[config.mk]
export PLATFORM = sky130hd
export DESIGN_NAME = midi_event_parser_flat
export DESIGN_NICKNAME = d
export VERILOG_FILES = /design/src/rtl/midi_event_parser_if.sv /design/src/rtl/midi_event_parser.sv /design/src/flat_wrapper.sv
export SDC_FILE = /design/constraint.sdc
export NUM_CORES = 1
export LEC_CHECK = 0
export BUFFER_PORTS_ARGS = -buffer_cell sky130_fd_sc_hd__buf_2
export CORE_ASPECT_RATIO = 1.5
export CORE_MARGIN = 4
export CORE_UTILIZATION = 50
export CTS_BUF_LIST = sky130_fd_sc_hd__clkbuf_2 sky130_fd_sc_hd__clkbuf_4 sky130_fd_sc_hd__clkbuf_8
export DETAILED_ROUTE_END_ITERATION = 10
export GPL_TIMING_DRIVEN = 0
export MAX_ROUTING_LAYER = met4
export PLACE_DENSITY = 0.78
export SYNTH_ARGS = -nofsm -noshare
export SYNTH_HDL_FRONTEND = slang
export SYNTH_SLANG_ARGS = --single-unit
[constraint.sdc]
create_clock -name clk -period 1.8 [get_ports clk]
set_input_delay 0.09 -clock clk [delete_from_list [all_inputs] [get_ports clk]]
set_output_delay 0.09 -clock clk [all_outputs]
set_load 0.005 [all_outputs]
[src/rtl/midi_event_parser_if.sv]
// Byte-in / command-word-out bundle between the UART receiver, the MIDI
// event parser and the voice allocator.
interface midi_event_parser_if;
    logic [7:0]  i_byte;        // received MIDI byte
    logic        i_byte_valid;  // one-cycle strobe qualifying i_byte
    logic [15:0] o_data;        // {cmd, note[6:0], vel[7:0]}
    logic        o_valid;       // o_data carries an event this cycle
    logic        o_running;     // running status held (debug)

    // Producer of bytes / consumer of command words (UART + allocator side)
    modport master (
        output i_byte,
        output i_byte_valid,
        input  o_data,
        input  o_valid,
        input  o_running
    );

    // The parser itself
    modport slave (
        input  i_byte,
        input  i_byte_valid,
        output o_data,
        output o_valid,
        output o_running
    );
endinterface

[src/rtl/midi_event_parser.sv]
// MIDI byte stream to note command word converter.
// Tracks running status, filters by channel, maps note-on velocity 0 to a
// stop command and discards unsupported channel, system common, SysEx and
// real-time traffic. Each completed note message yields one registered
// single-cycle word; every other cycle carries IDLE_WORD.
module midi_event_parser #(
    parameter int unsigned CHANNEL   = 0,
    parameter int unsigned OMNI      = 0,
    parameter logic [15:0] IDLE_WORD = 16'h7F00
) (
    input  logic                       clk,
    input  logic                       i_rst_n,
    midi_event_parser_if.slave         bus
);

    typedef enum logic [2:0] {
        StIdle,
        StNoteD1,
        StNoteD2,
        StSkip,
        StSysex
    } state_e;

    localparam logic [3:0] ChanNib = 4'(CHANNEL);

    // Data bytes to discard after a status byte whose message is not a note.
    // Only Cx/Dx carry a single data byte; all others skipped here carry two.
    function automatic logic [1:0] skip_len(input logic [2:0] status_hi);
        if (status_hi == 3'b100 || status_hi == 3'b101) begin
            return 2'd1;
        end
        return 2'd2;
    endfunction

    state_e      r_state;
    logic [2:0]  r_status_hi;   // bits 6:4 of the stored channel status
    logic        r_running;     // r_status_hi is valid
    logic [1:0]  r_cnt;         // data bytes still to discard in StSkip
    logic [6:0]  r_note;
    logic [15:0] r_data;
    logic        r_valid;

    logic        w_is_data;
    logic        w_is_chan;
    logic        w_is_sys;
    logic        w_is_rt;
    logic        w_is_note;
    logic        w_chan_ok;
    logic [6:0]  w_vel;
    logic        w_cmd;
    logic [15:0] w_event;

    // Classify the incoming byte and build the completion word
    always_comb begin
        w_is_data = ~bus.i_byte[7];
        w_is_chan = bus.i_byte[7] & (bus.i_byte[6:4] != 3'b111);
        w_is_sys  = (bus.i_byte[7:3] == 5'b11110);
        w_is_rt   = (bus.i_byte[7:3] == 5'b11111);
        w_is_note = (bus.i_byte[6:5] == 2'b00);
        w_chan_ok = (OMNI != 0) || (bus.i_byte[3:0] == ChanNib);
        w_vel     = bus.i_byte[6:0];
        // 9x keeps bit 0 of the high nibble set; 8x and 9x with vel 0 both stop
        w_cmd     = r_status_hi[0] & (|w_vel);
        w_event   = {w_cmd, r_note, (w_cmd ? {1'b0, w_vel} : 8'h00)};
    end

    // Parser FSM with registered command word outputs
    always_ff @(posedge clk or negedge i_rst_n) begin
        if (!i_rst_n) begin
            r_state     <= StIdle;
            r_status_hi <= 3'b000;
            r_running   <= 1'b0;
            r_cnt       <= 2'd0;
            r_note      <= 7'd0;
            r_data      <= IDLE_WORD;
            r_valid     <= 1'b0;
        end else begin
            // Event words last exactly one cycle
            r_data  <= IDLE_WORD;
            r_valid <= 1'b0;

            // Real-time bytes are invisible: no state, counter or status change
            if (bus.i_byte_valid && !w_is_rt) begin
                if (w_is_chan) begin
                    // A new status abandons whatever was in progress, SysEx included
                    r_status_hi <= bus.i_byte[6:4];
                    r_running   <= 1'b1;
                    if (w_is_note && w_chan_ok) begin
                        r_state <= StNoteD1;
                    end else begin
                        r_state <= StSkip;
                        r_cnt   <= skip_len(bus.i_byte[6:4]);
                    end
                end else if (w_is_sys) begin
                    if (r_state == StSysex) begin
                        // Only the terminator leaves SysEx; other system bytes are payload
                        if (bus.i_byte[2:0] == 3'b111) begin
                            r_state <= StIdle;
                        end
                    end else begin
                        r_running   <= 1'b0;
                        r_status_hi <= 3'b000;
                        case (bus.i_byte[2:0])
                            3'b000: r_state <= StSysex;
                            3'b001, 3'b011: begin
                                r_state <= StSkip;
                                r_cnt   <= 2'd1;
                            end
                            3'b010: begin
                                r_state <= StSkip;
                                r_cnt   <= 2'd2;
                            end
                            default: r_state <= StIdle;
                        endcase
                    end
                end else if (w_is_data) begin
                    unique case (r_state)
                        StIdle, StSysex: begin
                            // dropped
                        end
                        StNoteD1: begin
                            r_note  <= bus.i_byte[6:0];
                            r_state <= StNoteD2;
                        end
                        StNoteD2: begin
                            r_data  <= w_event;
                            r_valid <= 1'b1;
                            r_state <= StNoteD1;
                        end
                        StSkip: begin
                            if (r_cnt <= 2'd1) begin
                                // Message fully skipped: re-arm for running status
                                if (r_running) begin
                                    r_cnt <= skip_len(r_status_hi);
                                end else begin
                                    r_cnt   <= 2'd0;
                                    r_state <= StIdle;
                                end
                            end else begin
                                r_cnt <= r_cnt - 2'd1;
                            end
                        end
                        default: r_state <= StIdle;
                    endcase
                end
            end
        end
    end

    // Drive the outputs straight from registers
    always_comb begin
        bus.o_data    = r_data;
        bus.o_valid   = r_valid;
        bus.o_running = r_running;
    end

endmodule

[src/flat_wrapper.sv]
// flat-port wrapper written by rule: the top's interface ports become plain ports
module midi_event_parser_flat 
#(
    parameter int unsigned CHANNEL   = 0,
    parameter int unsigned OMNI      = 0,
    parameter logic [15:0] IDLE_WORD = 16'h7F00
)
  (clk, i_rst_n, bus_i_byte, bus_i_byte_valid, bus_o_data, bus_o_valid, bus_o_running);
  midi_event_parser_if bus_i ();
  input  logic clk;
  input  logic i_rst_n;
  input wire logic [$bits(bus_i.i_byte)-1:0] bus_i_byte;
  input wire logic [$bits(bus_i.i_byte_valid)-1:0] bus_i_byte_valid;
  output wire logic [$bits(bus_i.o_data)-1:0] bus_o_data;
  output wire logic [$bits(bus_i.o_valid)-1:0] bus_o_valid;
  output wire logic [$bits(bus_i.o_running)-1:0] bus_o_running;
  assign bus_i.i_byte = bus_i_byte;
  assign bus_i.i_byte_valid = bus_i_byte_valid;
  assign bus_o_data = bus_i.o_data;
  assign bus_o_valid = bus_i.o_valid;
  assign bus_o_running = bus_i.o_running;
  midi_event_parser #(.CHANNEL(CHANNEL), .OMNI(OMNI), .IDLE_WORD(IDLE_WORD)) u_core (.clk(clk), .i_rst_n(i_rst_n), .bus(bus_i));
endmodule
==> summary.md <==
| Metric | Value |
|---|---|
| Number of cells on the worst hold path | 2 |
| # IOs | 29 |
| Diode count | 0 |
| Top cell type's share of synthesized area | 0.4259 |
| Die X-Extent | 52.26 µm |
| Drt pass-1 iters | 4 |
| Area of the mapped netlist | 0.001469 mm² |
| Grt met3 use | 0.04810 |
| CP peak stage delay | 0.43 ns |
| WL/cell | 15.05 µm |
| Number of routed nets with antenna violations | 0 |
| Core region area | 0.002734 mm² |
| I/O Buffers | 26 |
| Yosys synthesis warning count | 0 |
| RSZ-0062 raised after global routing | no |
| Yosys reg bits | 32 |
| Final hold vios | 0 |
| Comb pwr share | 0.221 |
| Busiest grt layer | met2 |
| Register area share after synthesis | 0.5511 |
| Clk Latency, worst-skew pair | 0.28 ns |
| Detailed placer's ending HPWL | 2159 µm |
| Final setup fails | 0 |
| All-Layer GR Usage | 0.1844 |
| Critical Path AT | 1.81 ns |
| Max-slew violation count | 0 |
| Worst endpoint required time | 1.97 ns |
| Crit-path max FO | 6 |
| Residual DRC | 0 |
| Final WS setup | 0.1546 ns |
| Hold Crit Class | in -> reg |
| Psw | 0.5814 mW |
| Tmin final | 1.645 ns |
| GR Util met1 | 0.1919 |
| Worst Reg-to-Reg Cells | 4 |
| Area contributors post-synth | dfrtp_1 43%, dfstp_2 13%, mux2_2 6.1% |
| Power share of the clock group | 0.293 |
| Mean post-synth cell area | 11.57 µm² |
| Initial antenna violation count | 0 |
| WL final | 2994 µm |
| Clock Skew | 0.005516 ns |
| Starting Density | 0.5373 |
| Worst setup SP type | register |
| H-tree levels | 2 |
| Vias in the first global route | 1122 |
| Sequential Power Share | 0.486 |
| Layout Nets | 172 |
| Layout cells sized above 1 | 0.3457 |
| Largest net degree at the start of global routing | 33 |
| Number of synthesized flops with an enable pin | 0 |
| Asr flop ratio synth | 1.000 |
| Relative slew margins | 0.5582 |
| Clock-pin slew on the worst setup and hold paths | 0.06 ns |
| FF-to-FF End | u_core.r_cnt[0]$_DFFE_PN0P_ |
| Row Count | 23 |
| Post-Place Setup Slack | 0.1787 ns |
| Worst-margin pin slew | 0.6627 ns |
| Top_reg_cell synth | dfrtp_1 |
| Pwr dens | 1192 mW/mm² |
| Sw frac | 0.2772 |
| Initial DRC count | 44 |
| Fin crit share | 0.9141 |
| Crit. End Element | register |
| Synth unique cells | 43 |
| Highest-count cells in the layout ignoring fill and taps | 28 x buf_2, 25 x dfrtp_1, 10 x nand2b_1, 9 x and3_1, 8 x mux2_2 |
| Reg-to-reg setup timing slack | 0.15 ns |
| Worst r2r src | u_core.r_state[2]$_DFFE_PN0P_ |
| Met2 Use GR | 0.3203 |
| CTS tree | yes |
| Buffers plus inverters on the worst setup path | 0 |
| Hold endpoint | u_core.bus.o_data[0]$_DFF_PN0_ |
| Internal | 1.516 mW |
| Top delay family on crit path | simple AND/OR/NAND/NOR gates |
| Full die area | 0.003887 mm² |
| Max-cap viol count | 0 |
| Num CTS Buffers | 5 |
| Commonest non-fill, non-tap cell in the layout | buf_2 |
| Via Count | 1122 |
| Crit-path cells | nor3b_2, o2111ai_1, and4_4, mux2_4 |
| Gpl congestion | 0.8898 |
| Crit path kind | reg -> reg |
| Non-Filler Instances | 199 |
| Root Driver | clkbuf_8 |
| Worst Hold Launch | bus_i_byte[0] |
| First-pass GRT wire length | 5071 µm |
| Slowest cell on crit path | dfrtp_1 |
| Placed Cells | 190 |
| F_max | 0.6078 GHz |
| Post-Syn Nets | 138 |
| Area Overhead vs Synth | 19.76% |
| Post-Syn Instances | 127 |
| Status | finished, final reports clean |
| Grt ovf | 0 |
| Maximum VDD drop | 722.6 µV |
| Area leader, netlist | dfrtp_1 |
| Setup Buffers After CTS | 0 |
| Die Height | 74.39 µm |
| CTS Buffer Depth | 2 |
| Final TNS setup | 0 ns |
| # fillers | 221 |
| Leak | 0.8246 nW |
| Vias per cell | 5.638 |
| Sink Count | 32 |
==> power by group through the flow <==
| stage | Clock, mW | Combinational [mW] | Sequential (mW) |
|---|---|---|---|
| 3_5_place_dp | 0 | 0.465 | 1.03 |
| 2_1_floorplan | 0 | 0.336 | 1.00 |
| 6_report | 0.615 | 0.464 | 1.02 |
| 4_1_cts | 0.626 | 0.468 | 1.01 |
| 3_3_place_gp | 0 | 0.444 | 1.01 |
| 5_1_grt | 0.663 | 0.516 | 1.04 |
==> cells in the mapped netlist, drive strengths merged (2+ instances only) <==
cell type / instances
nor3b: 3
dfstp: 7
nand3: 3
mux2: 10
and2: 2
nand4: 4
o211ai: 2
o21ai: 7
buf: 3
and3: 9
nor3: 4
mux2i: 2
nor2: 3
dfrtp: 25
and4: 2
inv: 5
nor2b: 4
nand2b: 10
nand2: 4
==> final cells by class <==
cell class,count,area [µm²],area share
timing repair buffer,27,140.1,0.07966
sequential,32,809.5,0.4602
inverter,5,18.77,0.01067
buffer,4,21.27,0.01209
clock buffer,8,103.9,0.05903
tap,37,46.29,0.02632
multi-input combinational,86,619.3,0.3521
==> flip-flops by register name, summed over array words and instances (netlist names) <==
signal / count
u_core.bus.o_valid: 1
u_core.r_note: 7
u_core.r_status_hi: 3
u_core.r_cnt: 2
u_core.r_state: 3
u_core.bus.o_running: 1
u_core.bus.o_data: 15
==> kinds of logic (layout without fill, tap and decap cells) <==
kind of cell | Yosys count | count (layout) | synth area share
and+or+nand+nor | 53 | 53 | 0.2257
DFF | 32 | 32 | 0.5511
AOI/OAI and AO/OA | 20 | 20 | 0.1005
muxes | 12 | 12 | 0.09284
buffers and inverters | 9 | 44 | 0.02726
other | 1 | 1 | 0.002553
==> worst max-delay path by stage <==
stage                                  startpoint  cells after the start                     endpoint  slack (ns)
finish              u_core.r_state[2]$_DFFE_PN0P_                      4  u_core.r_cnt[0]$_DFFE_PN0P_        0.15
global route        u_core.r_state[1]$_DFFE_PN0P_                      4  u_core.r_cnt[0]$_DFFE_PN0P_        0.07
floorplan           u_core.r_state[1]$_DFFE_PN0P_                      4  u_core.r_cnt[0]$_DFFE_PN0P_        0.31
global placement    u_core.r_state[1]$_DFFE_PN0P_                      4  u_core.r_cnt[0]$_DFFE_PN0P_        0.19
detailed placement  u_core.r_state[1]$_DFFE_PN0P_                      4  u_core.r_cnt[0]$_DFFE_PN0P_        0.18
CTS                 u_core.r_state[1]$_DFFE_PN0P_                      4  u_core.r_cnt[0]$_DFFE_PN0P_        0.17
==> worst register-to-register path, cell delays in order (launching register included) <==
cell       delay, ns
dfrtp_1         0.43
nor3b_2         0.21
o2111ai_1       0.30
and4_4          0.29
mux2_4          0.29
==> metrics by stage <==
step	hold WS (ns)	instance area, µm²	util	total power [mW]
floorplan	-0.2056	1469	-	1.335
global placement	0.1505	1645	0.6018	1.455
detailed placement	0.1666	1645	0.6018	1.490
CTS	0.1134	1759	0.6435	2.108
global route	0.1148	1759	0.6435	2.216
finish	0.1245	1759	0.6435	2.097
==> routing by layer <==
layer	wire, µm	vias to the layer above
met4	60	0
met1	1233	554
met5	0	-
met2	1559	31
li1	-	530
met3	141	7
==> what timing repair did <==
| action | 4_1_cts | 5_1_grt |
|---|---|---|
| endpoints found under the hold margin | 25 | 0 |
| gates resized for setup | 0 | 0 |
| hold buffers | 1 | 0 |
Note: power is estimated with default switching activity, not from simulation.
